### src/rtl/fwd_hazard_ctrl.sv
// Forwarding and hazard controller for the in-order integer pipeline.
// It keeps a shifting scoreboard of in-flight writers and derives the stalls and forward selects from it.
module fwd_hazard_ctrl #(
  parameter  int REG_W      = 5,
  parameter  int NUM_SRC    = 2,
  parameter  int DEPTH      = 3,
  parameter  int LOAD_AVAIL = 3,
  parameter  int CNT_W      = 16,
  localparam int SEL_W      = $clog2(DEPTH + 1)
) (
  input  logic                       clk,
  input  logic                       rst,
  input  logic                       id_valid,
  input  logic [NUM_SRC*REG_W-1:0]   id_rs,
  input  logic [REG_W-1:0]           id_rd,
  input  logic                       id_wen,
  input  logic                       id_is_load,
  input  logic                       id_is_branch,
  input  logic                       flush,
  input  logic                       ext_hold,
  output logic                       hazard_stall,
  output logic [NUM_SRC*SEL_W-1:0]   ex_fwd_sel,
  output logic [NUM_SRC*SEL_W-1:0]   br_fwd_sel,
  output logic [CNT_W-1:0]           stall_count
);

  typedef struct packed {
    logic             valid;
    logic [REG_W-1:0] rd;
    logic             wen;
    logic             is_load;
  } slot_t;

  typedef struct packed {
    logic             hit;
    logic             is_load;
    logic [SEL_W-1:0] k;
  } match_t;

  // Slot 1 is EX, slot DEPTH is WB.
  slot_t slot_q [DEPTH:1];

  logic [NUM_SRC-1:0]       ex_hz;
  logic [NUM_SRC-1:0]       br_hz;
  logic [NUM_SRC*SEL_W-1:0] ex_sel_d;

  // Scan from oldest to youngest so the lowest matching slot is the one kept.
  // The WB slot is skipped: the register file already returns its value.
  function automatic match_t youngest(input logic [REG_W-1:0] r);
    match_t res;
    res = '0;
    for (int k = DEPTH - 1; k >= 1; k--) begin
      if (slot_q[k].valid && slot_q[k].wen && (slot_q[k].rd == r) && (r != '0)) begin
        res.hit     = 1'b1;
        res.is_load = slot_q[k].is_load;
        res.k       = SEL_W'(k);
      end
    end
    return res;
  endfunction

  always_comb begin
    match_t m;
    // NOTE: every output of this block gets a default first, so no path can infer a latch.
    m          = '0;
    ex_hz      = '0;
    br_hz      = '0;
    ex_sel_d   = '0;
    br_fwd_sel = '0;
    for (int j = 0; j < NUM_SRC; j++) begin
      m = youngest(id_rs[j*REG_W +: REG_W]);
      // By the time this instruction is in EX its producer has moved one slot further.
      if (id_valid && m.hit) begin
        if (m.is_load && (int'(m.k) + 1 < LOAD_AVAIL))
          ex_hz[j] = 1'b1;
        else
          ex_sel_d[j*SEL_W +: SEL_W] = m.k + SEL_W'(1);
      end
      // Branch operands are consumed now, and the EX result is not ready until it leaves EX.
      if (id_valid && id_is_branch && m.hit) begin
        if ((m.k == SEL_W'(1)) || (m.is_load && (int'(m.k) < LOAD_AVAIL)))
          br_hz[j] = 1'b1;
        else
          br_fwd_sel[j*SEL_W +: SEL_W] = m.k;
      end
    end
  end

  assign hazard_stall = id_valid && !flush && !ext_hold && ((|ex_hz) || (|br_hz));

  // NOTE: state is updated with non-blocking assignments only, so the shift reads pre-edge slot values.
  always_ff @(posedge clk) begin
    if (rst) begin
      // NOTE: the scoreboard is a handful of flops, so whole records are cleared, not just valid bits.
      for (int k = 1; k <= DEPTH; k++) slot_q[k] <= '0;
      ex_fwd_sel  <= '0;
      stall_count <= '0;
    end else if (!ext_hold) begin
      for (int k = DEPTH; k >= 2; k--) slot_q[k] <= slot_q[k-1];
      if (flush || hazard_stall || !id_valid) begin
        slot_q[1]  <= '0;
        ex_fwd_sel <= '0;
      end else begin
        slot_q[1]  <= '{valid: 1'b1, rd: id_rd, wen: id_wen, is_load: id_is_load};
        ex_fwd_sel <= ex_sel_d;
      end
      if (hazard_stall && (stall_count != '1))
        stall_count <= stall_count + CNT_W'(1);
    end
  end

endmodule
### config.mk
export PLATFORM = sky130hd
export DESIGN_NAME = fwd_hazard_ctrl
export DESIGN_NICKNAME = d
export VERILOG_FILES = /design/src/rtl/fwd_hazard_ctrl.sv
export SDC_FILE = /design/constraint.sdc
export NUM_CORES = 1
export LEC_CHECK = 0
export CORE_ASPECT_RATIO = 0.6
export CORE_MARGIN = 2
export CORE_UTILIZATION = 25
export CTS_CLUSTER_DIAMETER = 40
export DETAILED_ROUTE_END_ITERATION = 16
export RECOVER_POWER = 100
export SYNTH_ARGS = -nofsm -noshare
export SYNTH_HDL_FRONTEND = slang
export SYNTH_SLANG_ARGS = --single-unit
### constraint.sdc
create_clock -name clk -period 2.6 [get_ports clk]
set_input_delay 0.52 -clock clk [delete_from_list [all_inputs] [get_ports clk]]
set_output_delay 0.52 -clock clk [all_outputs]
set_load 0.02 [all_outputs]
==> results.sh <==
export IMPL_result_of_the_run="completed"
export IMPL_design_portCount=48
export IMPL_grt_total_usage_pct=13.1
export IMPL_ys_seq_area_share_pct=44.0
export IMPL_clock_tree_root_cell="clkbuf_16"
export IMPL_placement_rows=25
export IMPL_synth_top_area_share_pct=24.0
export IMPL_post_synth_top_area_cell="edfxtp_1"
export IMPL_die_area_um2=8760
export IMPL_max_slew_margin_pct=59.3
export IMPL_critical_path_class="primary input to primary output"
export IMPL_clock_fmax_mhz=387
export IMPL_number_of_global_route_vias_before_repair=1766
export IMPL_dp_hpwl_mm=3.97
export IMPL_final_area_um2=3100
export IMPL_layout_min_cycle_time_ns=2.59
export IMPL_drt_drc_violations_left=0
export IMPL_rr_worst_depth=10
export IMPL_detailedRoute_firstPassIterationCount=4
export IMPL_synthToLayoutAreaGrowth_pct=54.9
export IMPL_tightest_slew_ns=0.610
export IMPL_gp_congestion=0.833
export IMPL_initial_utilization_pct=25.6
export IMPL_dieWidth_um=119
export IMPL_globalRouteOverflowTotal=0
export IMPL_final_hold_vio_count=0
export IMPL_count_of_endpoints_failing_setup_in_the_final_report=0
export IMPL_clock_tree_htree_level_count=2
export IMPL_detail_route_wl_per_cell_um=13.5
export IMPL_syn_mean_instance_area_um2=9.57
export IMPL_tritoncts="done"
export IMPL_timing_final_max_slew_violations=0
export IMPL_yosys_warnings=0
export IMPL_rsz_0062_raised_after_global_routing="yes"
export IMPL_timing_critical_path_to_type="primary output"
export IMPL_vdd_ir_drop_max_uv=278
export IMPL_largest_clock_skew_in_the_final_design_ns=0.00749
export IMPL_pwr_density_cell_nw_per_um2=478
export IMPL_cp_data_arrival_time_ns=2.07
export IMPL_final_layout_size_suffix_gt1_share_pct=28.8
export IMPL_tritoncts_num_sinks=36
export IMPL_final_antenna_net_count=0
export IMPL_hold_path_cell_count=2
export IMPL_postPlaceCellArea_um2=2790
export IMPL_post_route_period_util_pct=99.5
export IMPL_maxCapViolations=0
export IMPL_worst_skew_pair_late_latency_ns=0.28
export IMPL_mappedNetlistArea_um2=2000
export IMPL_num_antenna_cells=0
export IMPL_core_area_um2=7820
export IMPL_numCtsBuffers=5
export IMPL_via_per_inst=4.36
export IMPL_synth_lib_cells_used_distinct=37
export IMPL_num_fill_cells=778
export IMPL_final_common_cell="buf_4"
export IMPL_synth_area_top_cells="edfxtp_1, dfxtp_1, mux2_2"
export IMPL_clk_path_buf_depth=2
export IMPL_drtIter0Drc=37
export IMPL_critical_path_max_fanout=3
export IMPL_grt_first_pass_wirelength_mm=8.81
export IMPL_flip_flop_and_latch_count_after_synthesis=36
export IMPL_grt_max_degree=32
export IMPL_crit_path_start_kind="primary input"
export IMPL_most_frequent_cells_in_the_layout="buf_4, dfxtp_1, dlygate4sd3_1, nor2_1, edfxtp_1"
export IMPL_totalNegativeSetupSlack_ns=0
export IMPL_antenna_violations_before_repair=0
export IMPL_postRouteWirelength_mm=5.51
export IMPL_worst_hold_path_type="flip-flop to flip-flop"
export IMPL_clk_pin_slew_worst_paths_ns=0.06
export IMPL_port_buffer_count=45
export IMPL_power_leakage_nw=1.24
export IMPL_synthCells=209
export IMPL_via_count=1775
export IMPL_holdWs_ns=0.474
export IMPL_finalNetCount=322
export IMPL_cp_required_ns=2.08
export IMPL_holdBufCountCts=0
export IMPL_fp_dieH_um=73.3
export IMPL_finish_utilization_pct=39.6
timing repair:
item                                    CTS  global route
endpoints found under the setup margin   14            16
buffers inserted                         11             0
pin swaps                                12             9
gates cloned                              0             0
resized for setup                        47             5
state kept, by name, summed over array words and instances (netlist names):
register and count:
stall_count 16, ex_fwd_sel 4, slot_q 16
layer usage:
metal	global-route usage, %	wire, um	vias to the layer above
met3	3.26	276	8
met2	20.3	2340	44
met1	18.1	2800	810
li1	-	-	913
met4	4.05	91	0
met5	0	0	-
final timing paths:
kind                                    start               to  slack [ns]
worst max-delay path                 id_rs[0]     hazard_stall        0.01
worst min-delay path            ex_fwd_sel[2]    ex_fwd_sel[2]        0.47
worst max register to register   slot_q[1][5]  stall_count[12]        0.13
worst min register to register  ex_fwd_sel[2]    ex_fwd_sel[2]        0.47
Yosys cell counts:
cell	count
and2_1	16
mux2i_1	1
clkinv_2	1
or3b_2	1
xor2_1	4
or4_1	5
o21ai_1	2
dfxtp_1	20
nand3_1	5
nand2b_1	2
nor3_1	1
inv_1	3
o21a_1	1
mux2_1	1
conb_1	1
a21oi_1	13
a22o_1	2
nor2b_1	15
ha_1	1
nand4_1	6
xnor2_1	16
or4_4	1
nor2_2	2
mux2_2	13
or2_2	1
a211oi_1	2
and3_1	3
nor4_1	5
a21boi_1	3
o21ai_0	3
nor2_1	19
o211ai_1	5
clkbuf_1	3
buf_4	2
nand3b_1	1
edfxtp_1	16
nand2_1	13
cell families after synthesis:
family          Yosys count  share of synthesized area (%)
xor+xnor                 20                           8.76
fa+ha+maj                 1                          0.625
simple gates             96                           26.4
buf+inv                   9                           2.13
flops                    36                           44.0
other cells               1                          0.187
compound gates           31                           9.51
mux                      15                           8.38
per-stage QoR:
| stage | power, mW | cells | worst slack (ns) |
|---|---|---|---|
| 4_1_cts | 1.49 | 407 | 0.00873 |
| 3_3_place_gp | 0.764 | 388 | -0.724 |
| 5_1_grt | 1.54 | 407 | -0.0880 |
| 3_5_place_dp | 0.765 | 388 | -0.745 |
| 6_report | 1.48 | 407 | 0.0139 |
| 2_1_floorplan | 0.692 | 210 | 0.269 |
critical path, cell delays in order:
cell and delay (ns):
dlygate4sd2_1 0.27, xor2_1 0.20, or4_4 0.58, a21boi_2 0.17
nor2_1 0.05, nor2_1 0.11, buf_4 0.16
where the power goes:
part / switching (mW) / internal [mW] / leakage, nW
logic: 0.0642 / 0.0807 / 0.820
registers: 0.0163 / 0.608 / 0.337
clock network: 0.257 / 0.456 / 0.0804
total: 0.338 / 1.14 / 1.24
layout make-up:
| cell class | instances | area, um2 | share of cell area, % |
|---|---|---|---|
| clock buffers | 5 | 125 | 4.04 |
| clock inverters | 3 | 46.3 | 1.49 |
| inverters | 4 | 16.3 | 0.525 |
| multi-input cells | 165 | 1160 | 37.5 |
| flip-flops and latches | 36 | 881 | 28.4 |
| well taps | 108 | 135 | 4.36 |
| repair buffers | 86 | 733 | 23.7 |
Note: power is estimated with default switching activity, not from simulation.
==> RTL edit (same settings) <==
Register the output `stall_count` once more, without a reset; this adds one clock of latency there. The other outputs are not delayed to match.
--- a/src/rtl/fwd_hazard_ctrl.sv
+++ b/src/rtl/fwd_hazard_ctrl.sv
@@ -36,6 +36,8 @@
     logic             is_load;
     logic [SEL_W-1:0] k;
   } match_t;
+
+  logic [CNT_W-1:0] stall_count_s0;
 
   // Slot 1 is EX, slot DEPTH is WB.
   slot_t slot_q [DEPTH:1];
@@ -94,7 +96,7 @@
       // NOTE: the scoreboard is a handful of flops, so whole records are cleared, not just valid bits.
       for (int k = 1; k <= DEPTH; k++) slot_q[k] <= '0;
       ex_fwd_sel  <= '0;
-      stall_count <= '0;
+      stall_count_s0 <= '0;
     end else if (!ext_hold) begin
       for (int k = DEPTH; k >= 2; k--) slot_q[k] <= slot_q[k-1];
       if (flush || hazard_stall || !id_valid) begin
@@ -104,9 +106,13 @@
         slot_q[1]  <= '{valid: 1'b1, rd: id_rd, wen: id_wen, is_load: id_is_load};
         ex_fwd_sel <= ex_sel_d;
       end
-      if (hazard_stall && (stall_count != '1))
-        stall_count <= stall_count + CNT_W'(1);
+      if (hazard_stall && (stall_count_s0 != '1))
+        stall_count_s0 <= stall_count_s0 + CNT_W'(1);
     end
   end
 
+  always_ff @(posedge clk) begin
+    stall_count <= stall_count_s0;
+  end
+
 endmodule
Formal check against the unedited RTL: not equivalent (Yosys sat finds a counterexample within 4 cycles, from zero or initial values and one cycle with rst high).
==> RTL edit against the unedited design <==
  * The run now ends with negative setup slack left
  * Setup slack got worse by 45 ps
  * Sequential cell count grew 16
  * Utilization decreased by 2.3 points
  * Critical path depth stayed put
  * Synthesized area is 20% higher
  * Routed wire length rose by 6.5%
  * Final cell count is 6.9% higher
  * Power increased by 12%
  * Die area grew 19%
  * Count of clock-buffer cells in the layout stayed put
  * Clock skew down 0.62 ps
  * Cell area up 11%
  * Critical endpoint unchanged
  * Largest power group is now registers
==> RTL edit: results (changes against the unedited design) <==
[status]
violations = negative setup slack
outcome = finished with violations

[critical_path]
reg2reg_depth = 7  ; -3
cpPeakStageDelay_ps = 450  ; -130 ps
crit_slowest_cell = or4_4
path_max_fanout = 3  ; unchanged
crit_arrival_ps = 2110  ; +40 ps
worstReg2RegStart = slot_q[1][5]
crit_start = id_rs[8]

[timing]
slew-limit-headroom_pct = 61.5  ; +2.3 points
skew_ps = 6.87  ; -0.619 ps
setup_violations = 1  ; +1
worst_slack_ps = -30.8  ; -44.7 ps

[synth]
yosys-top-cells-count = dfxtp_1 (36), nor2_1 (22), and2_1 (16), edfxtp_1 (16)
seq_area_frac_synth_pct = 49.9  ; +5.8 points
yosysUniqueCellTypes = 46  ; +24%
ys_top_cells_by_area = dfxtp_1 (30%), edfxtp_1 (20%), xnor2_1 (5.5%)
avgSynthCellArea_um2 = 10.6  ; +10%
yosysWarnings = 0  ; unchanged

[clock_tree]
numCtsBuffers = 5  ; unchanged
cts-htree-levels = 2  ; unchanged
clockBufferDepth = 2  ; unchanged
path_clk_slew_ps = 60  ; about the same
cts-root-buf = clkbuf_16

[placement]
dp_hpwl_um = 4550  ; +15%
dpl-instance-area_um2 = 3200  ; +15%
post-place-ws_ps = -851  ; -105 ps
port_buffers = 45  ; unchanged
dp.cells = 425  ; +9.5%
gp_congestion = 0.917  ; +10%

[global_routing]
grt_start_max_net_pins = 27  ; -16%
grtUsageTotal_pct = 12.0  ; -1.1 points
grt_antenna_before_repair = 0  ; unchanged
grt_pass1_vias = 1872  ; +6.0%
grt_pass1_wl_um = 9580  ; +8.8%
grt-ovfl-total = 0  ; unchanged

[min_path]
hold_path_depth = 0  ; -2
hold_path_class = flip-flop to flip-flop
hp-start = stall_count_s0[15]

[die]
die_w_um = 131  ; +9.4%

[power]
power_leakage_nw = 1.26  ; +2.0%
ir_drop_uv = 263  ; -5.4%

[cells_and_area]
num-fill-cells = 942  ; +21%
reg_top3 = slot_q: 16 flops, stall_count: 16 flops, stall_count_s0: 16 flops
seq_area_um2 = 1200  ; +36%
insertedDiodeCount = 0  ; unchanged
final_layout_size_suffix_gt1_share_pct = 24.3  ; -4.5 points
fin_nets = 328  ; +1.9%

[detailed_routing]
avgRoutedWirePerCell_um = 13.5  ; -0.36%
routed_wl_um = 5870  ; +6.5%
drt_pass1_iterations = 4  ; unchanged
vias_per_cell = 4.42  ; +1.3%
drtIter0Drc = 64  ; +73%

-- RTL edit: cells by family after synthesis --
kind of cell               count (synthesis)  synth area share, %
AOI/OAI and AO/OA                         34                 11.4
xor gates and xnor gates                  18                 6.55
adders and majority gates                  1                0.519
buffers and inverters                     14                 2.86
DFF                                       52                 49.9
muxes                                     14                 6.55
other                                      1                0.156
and+or+nand+nor                           94                 22.1
-- RTL edit: final cells by class --
type	count	area share (%)
clock buffers	5	3.62
clock inverters	3	0.652
well taps	130	4.71
flip-flops and latches	52	34.8
inverters	6	0.652
repair buffers	76	19.1
multi-input cells	163	36.5
-- RTL edit: critical path: cells and delay by family --
family | cells | cell delay, ps
simple gates | 2 | 570
compound gates | 2 | 430
buf+inv | 2 | 410
xor+xnor | 1 | 190
-- RTL edit: path summary, 6_finish.rpt --
check                            end  slack (ps)
setup / recovery        hazard_stall         -30
hold / removal       stall_count[15]         390
setup reg to reg  stall_count_s0[10]          90
hold reg to reg      stall_count[15]         390
-- RTL edit: through the flow --
step           total power [mW]  hold slack (ps)  TNS (ps)
6_report                   1.66              388     -30.8
5_1_grt                    1.73              405      -135
4_1_cts                    1.68              393     -41.9
3_5_place_dp               1.02              380    -10120
3_3_place_gp               1.02              384     -8730
2_1_floorplan             0.946              359         0
-- RTL edit: repair_timing --
item / in CTS / in global routing
setup buffers: 1 / 1
hold endpoints to repair: 0 / 0
hold buffers: 0 / 0
gates resized for setup: 40 / 13
pin swaps: 9 / 5
endpoints found under the setup margin: 14 / 13
-- RTL edit: layer usage --
layer / track usage (%) / vias up / share of wire (%)
met5: 0 / - / 0
met4: 3.09 / 0 / 0.82
met3: 4.62 / 5 / 7.5
met2: 17.2 / 41 / 41
met1: 16.7 / 912 / 50
li1: - / 964 / -
-- RTL edit: report_power, final --
| group | leakage [nW] | switching [mW] | total (mW) | internal, mW |
|---|---|---|---|---|
| Combinational | 0.726 | 0.0665 | 0.138 | 0.0714 |
| Clock | 0.0703 | 0.292 | 0.652 | 0.359 |
| Sequential | 0.465 | 0.0178 | 0.870 | 0.853 |
